## src/rtl/dmem_arb_pkg.sv

```systemverilog
// Shared types for the data-memory port arbiter.
// Owner tags, arbiter FSM states and starvation counter width.
package dmem_arb_pkg;

  localparam int STARVE_CNT_W = 8;

  typedef enum logic [1:0] {
    OWN_NONE,
    OWN_CPU,
    OWN_EXT
  } own_e;

  typedef enum logic {
    ARB_PRI_CPU,
    ARB_FORCE_EXT
  } arb_st_e;

endpackage

```

## src/rtl/dmem_arb_starve_cnt.sv

```systemverilog
// Saturating wait counter with threshold compare for the ext port.
// Only built when DMEM_ARB_STARVE_GUARD_EN is defined.
`ifdef DMEM_ARB_STARVE_GUARD_EN
module dmem_arb_starve_cnt
  import dmem_arb_pkg::*;
#(
  parameter int LIMIT = 8
) (
  input  logic clk,
  input  logic arst_n,
  input  logic i_inc,
  input  logic i_clr,
  output logic o_hit
);

  localparam logic [STARVE_CNT_W-1:0] HIT =
    STARVE_CNT_W'(LIMIT - 1);

  logic [STARVE_CNT_W-1:0] r_cnt;

  always_ff @(posedge clk or negedge arst_n) begin
    if (!arst_n) begin
      r_cnt <= '0;
    end else if (i_clr) begin
      r_cnt <= '0;
    end else if (i_inc && (r_cnt != '1)) begin
      r_cnt <= r_cnt + 1'b1;
    end
  end

  assign o_hit = (r_cnt == HIT);

endmodule
`endif

```

## src/rtl/dmem_port_arbiter.sv

```systemverilog
// Single-port data memory arbiter: MEM stage first, ext in idle cycles.
// DMEM_ARB_STARVE_GUARD_EN adds a forced ext grant that stalls the CPU.
module dmem_port_arbiter
  import dmem_arb_pkg::*;
#(
  parameter int DATA_W = 64,
  parameter int ADDR_W = 64
`ifdef DMEM_ARB_STARVE_GUARD_EN
  , parameter int STARVE_LIMIT = 8
`endif
) (
  input  logic              clk,
  input  logic              arst_n,
  input  logic              cpu_ren,
  input  logic              cpu_wen,
  input  logic [ADDR_W-1:0] cpu_addr,
  input  logic [DATA_W-1:0] cpu_wdata,
  output logic              cpu_stall,
  output logic              cpu_rvalid,
  output logic [DATA_W-1:0] cpu_rdata,
  input  logic              ext_valid,
  output logic              ext_ready,
  input  logic              ext_wen,
  input  logic [ADDR_W-1:0] ext_addr,
  input  logic [DATA_W-1:0] ext_wdata,
  output logic              ext_rvalid,
  output logic [DATA_W-1:0] ext_rdata,
  output logic [ADDR_W-1:0] mem_addr,
  output logic              mem_wen,
  output logic              mem_ren,
  output logic [DATA_W-1:0] mem_wdata,
  input  logic [DATA_W-1:0] mem_rdata
);

  logic w_cpu_req;
  logic w_force;
  logic w_ext_gnt;
  logic w_cpu_gnt;
  own_e r_rd_own;

  assign w_cpu_req = cpu_ren | cpu_wen;

  // Grants are masked during reset so nothing reaches memory.
  assign w_ext_gnt = arst_n & ext_valid &
                     (~w_cpu_req | w_force);
  assign w_cpu_gnt = arst_n & w_cpu_req & ~w_ext_gnt;
  assign ext_ready = w_ext_gnt;

`ifdef DMEM_ARB_STARVE_GUARD_EN
  arb_st_e r_state;
  logic    w_hit;

  dmem_arb_starve_cnt #(
    .LIMIT (STARVE_LIMIT)
  ) u_starve_cnt (
    .clk    (clk),
    .arst_n (arst_n),
    .i_inc  (ext_valid & ~w_ext_gnt),
    .i_clr  (~ext_valid | w_ext_gnt),
    .o_hit  (w_hit)
  );

  assign w_force   = (r_state == ARB_FORCE_EXT);
  assign cpu_stall = w_cpu_req & w_ext_gnt;

  always_ff @(posedge clk or negedge arst_n) begin
    if (!arst_n) begin
      r_state <= ARB_PRI_CPU;
    end else begin
      unique case (r_state)
        ARB_PRI_CPU: begin
          if (w_hit && ext_valid && w_cpu_req)
            r_state <= ARB_FORCE_EXT;
        end
        ARB_FORCE_EXT: r_state <= ARB_PRI_CPU;
        default:       r_state <= ARB_PRI_CPU;
      endcase
    end
  end
`else
  assign w_force   = 1'b0;
  assign cpu_stall = 1'b0;
`endif

  always_comb begin
    mem_addr  = '0;
    mem_wen   = 1'b0;
    mem_ren   = 1'b0;
    mem_wdata = '0;
    unique case (1'b1)
      w_cpu_gnt: begin
        mem_addr  = cpu_addr;
        mem_wen   = cpu_wen;
        mem_ren   = cpu_ren;
        mem_wdata = cpu_wdata;
      end
      w_ext_gnt: begin
        mem_addr  = ext_addr;
        mem_wen   = ext_wen;
        mem_ren   = ~ext_wen;
        mem_wdata = ext_wdata;
      end
      default: ;
    endcase
  end

  always_ff @(posedge clk or negedge arst_n) begin
    if (!arst_n) begin
      r_rd_own <= OWN_NONE;
    end else begin
      unique case (1'b1)
        (w_cpu_gnt & cpu_ren):  r_rd_own <= OWN_CPU;
        (w_ext_gnt & ~ext_wen): r_rd_own <= OWN_EXT;
        default:                r_rd_own <= OWN_NONE;
      endcase
    end
  end

  assign cpu_rvalid = (r_rd_own == OWN_CPU);
  assign ext_rvalid = (r_rd_own == OWN_EXT);
  assign cpu_rdata  = cpu_rvalid ? mem_rdata : '0;
  assign ext_rdata  = ext_rvalid ? mem_rdata : '0;

endmodule

```

## config.mk

```make
export PLATFORM = sky130hd
export DESIGN_NAME = dmem_port_arbiter
export DESIGN_NICKNAME = d
export VERILOG_FILES = /design/src/rtl/dmem_arb_pkg.sv /design/src/rtl/dmem_arb_starve_cnt.sv /design/src/rtl/dmem_port_arbiter.sv
export SDC_FILE = /design/constraint.sdc
export NUM_CORES = 1
export LEC_CHECK = 0
export BUFFER_PORTS_ARGS = -buffer_cell sky130_fd_sc_hd__buf_2
export CAP_MARGIN = 20
export CORE_AREA = 2 2 227 229
export DETAILED_ROUTE_END_ITERATION = 10
export DIE_AREA = 0 0 229 231
export SKIP_LAST_GASP = 1
export SLEW_MARGIN = 40
export SYNTH_ARGS = -nofsm -noshare
export SYNTH_HDL_FRONTEND = slang
export SYNTH_SLANG_ARGS = --single-unit
```

## constraint.sdc

```tcl
create_clock -name clk -period 1.3 [get_ports clk]
set_input_delay 0.065 -clock clk [delete_from_list [all_inputs] [get_ports clk]]
set_output_delay 0.065 -clock clk [all_outputs]
set_load 0.05 [all_outputs]
```

==> impl_metrics.tcl <==
set metrics [dict create \
    top_regs "r_rd_own x2" \
    cp_max_fo 52 \
    io_buffers 586 \
    routed_wl_um 34500 \
    grt_pass1_vias 6634 \
    critPathLaunchType "register" \
    synth_area_leaders "nand4bb_1 (32%), a21boi_1 (19%), and2_1 (18%)" \
    routabilityCongestion 0.868 \
    cts.path.max_buffers 2 \
    yosysTopAreaCell "nand4bb_1" \
    core_area_um2 50700 \
    grt_max_degree 70 \
    synth_ff_type "dfrtp_1" \
    post-route-period-util 1.12 \
    first_pass_iters 4 \
    die_w_um 229 \
    ys_seq_area_frac 0.0111 \
    hpwlAfterDp_um 29600 \
    die_y_um 231 \
    final.min_clock_period_ns 1.46 \
    total_power_w 0.00433 \
    overflow 0 \
    netlist_instances 625 \
    vias 7137 \
    synth_edf_count 0 \
    antenna_left 0 \
    top_register "r_rd_own" \
    synth-seq-cells 2 \
    drv_cap 0 \
    start_util 0.0886 \
    synth_common_cells "and2_1 (129), nand4bb_1 (128), o21ai_0 (128), a21boi_1 (115), clkbuf_1 (65)" \
    fin_tns_setup_ns -16.54 \
    cts_tree "yes" \
    post_cts.repair.setup_buffers 0 \
    clkTransAtPathRegs_ns 0.03 \
    area_growth_pct 123 \
    finalNetCount 1496 \
    syn_nets 951 \
    grt_pass1_wl_um 46700 \
    cts_buffers 3 \
    num_rows 83 \
    setup_slack_ns -0.161 \
    htreeDepth 1 \
    cp.required_ns 1.24 \
    cp-end-kind "output pin" \
    yosysWarnings 0 \
    grtUsageTotal 0.119 \
    worstPathArrival_ns 1.40 \
    clock-sinks 2 \
    slew_violations 0 \
    finalHoldViolations 0 \
    powerDensity_nw_per_um2 433 \
    cts-root-buf "clkbuf_16" \
    drive_gt1_frac 0.762 \
    peakVddDrop_mv 0.324 \
    synthArstFlopShare 1.00 \
    drt_iter0_drc 232 \
    rsz0062_at_grt "true" \
    leakage_nw 4.46 \
    ys_types 20 \
    viasPerCell 3.86 \
    drc 0 \
    critPathKind "register to output pin" \
    io_pins 588 \
    synth_most_common_cell "and2_1" \
    failed_checks "setup timing" \
    outcome "complete, but fails checks" \
    yosys.area.top_type_share 0.321 \
    avgRoutedWirePerCell_um 18.7 \
    die_area_um2 52900 \
    setup_viol 129 \
    antenna_found_initial 21 \
    syn_area_per_cell_um2 7.18 \
    max_freq_mhz 685 \
    min_path_type "primary input to register" \
    synth_area_um2 4490 \
    largest_register_ff_count 2 \
]
-- layout make-up --
type / instances / area [um^2]
antenna: 2 / 5.00
clock buffer: 3 / 75.1
fill: 5671 / 40700
multi-input combinational: 523 / 4560
sequential: 2 / 50.0
tap: 680 / 851
timing repair buffer: 640 / 4460
-- metal layers --
metal	GRT usage	share of wire	routed length, um
met1	0.137	0.39	13400
met2	0.227	0.52	18100
met3	0.0214	0.070	2410
met4	0.0246	0.019	656
met5	0	0	0
-- report_power, final --
| part | total, W | internal, W | leakage [nW] | switching [W] |
|---|---|---|---|---|
| sequential | 0.0000672 | 0.0000648 | 0.0267 | 0.00000233 |
| combinational | 0.00380 | 0.00147 | 4.40 | 0.00233 |
| clock | 0.000464 | 0.000392 | 0.0370 | 0.0000725 |
| total | 0.00433 | 0.00192 | 4.46 | 0.00241 |
-- placed cells by master (no fill, tap or decap), types with 2 or more instances in the layout --
master and instances:
and2_1 10, and2_2 118, diode_2 2, dfrtp_1 2, a21boi_2 127, o21ai_0 128
buf_6 9, nand4bb_1 128, buf_2 422, o21a_1 2, clkbuf_16 4, clkbuf_4 8
buf_4 147, nor2b_4 2, buf_12 51
-- logic make-up after synthesis --
logic type	Yosys count	share of synthesized area
other cells	1	0.000835
buf+inv	100	0.116
simple gates	264	0.512
flops	2	0.0111
compound gates	258	0.360
-- final timing paths --
| kind | from | slack, ns | to | depth (start not counted) |
|---|---|---|---|---|
| min in group asynchronous | arst_n | 0.56 | r_rd_own[1] | 3 |
| max | r_rd_own[1] | -0.16 | ext_rdata[52] | 4 |
| max in group asynchronous | arst_n | 0.59 | r_rd_own[0] | 3 |
| min | ext_wen | 0.26 | r_rd_own[1] | 2 |
-- metrics by stage --
| stage | setup slack [ns] | instance area [um^2] | hold WS (ns) | util | std cells |
|---|---|---|---|---|---|
| floorplan | -0.157 | 5120 | -0.231 | - | 625 |
| global placement | -0.0157 | 9520 | 0.130 | 0.188 | 1843 |
| detailed placement | -0.0400 | 9520 | 0.127 | 0.188 | 1843 |
| CTS | -0.152 | 9910 | 0.271 | 0.196 | 1847 |
| global route | -0.207 | 10000 | 0.282 | 0.197 | 1849 |
| finish | -0.161 | 10000 | 0.262 | 0.197 | 1850 |
-- timing repair --
| action | 4_1_cts | 5_1_grt |
|---|---|---|
| hold buffers | 1 | 0 |
| setup endpoints to repair | 136 | 223 |
| gates cloned | 0 | 1 |
| pin swaps | 0 | 0 |
| endpoints found under the hold margin | 2 | 0 |
| resized for setup | 117 | 24 |
-- worst max-delay path, stage by stage (launching register included) --
cell	delay, ns
dfrtp_1	0.39
nor2b_4	0.20
buf_12	0.20
and2_2	0.17
buf_4	0.19
Note: power is estimated with default switching activity, not from simulation.
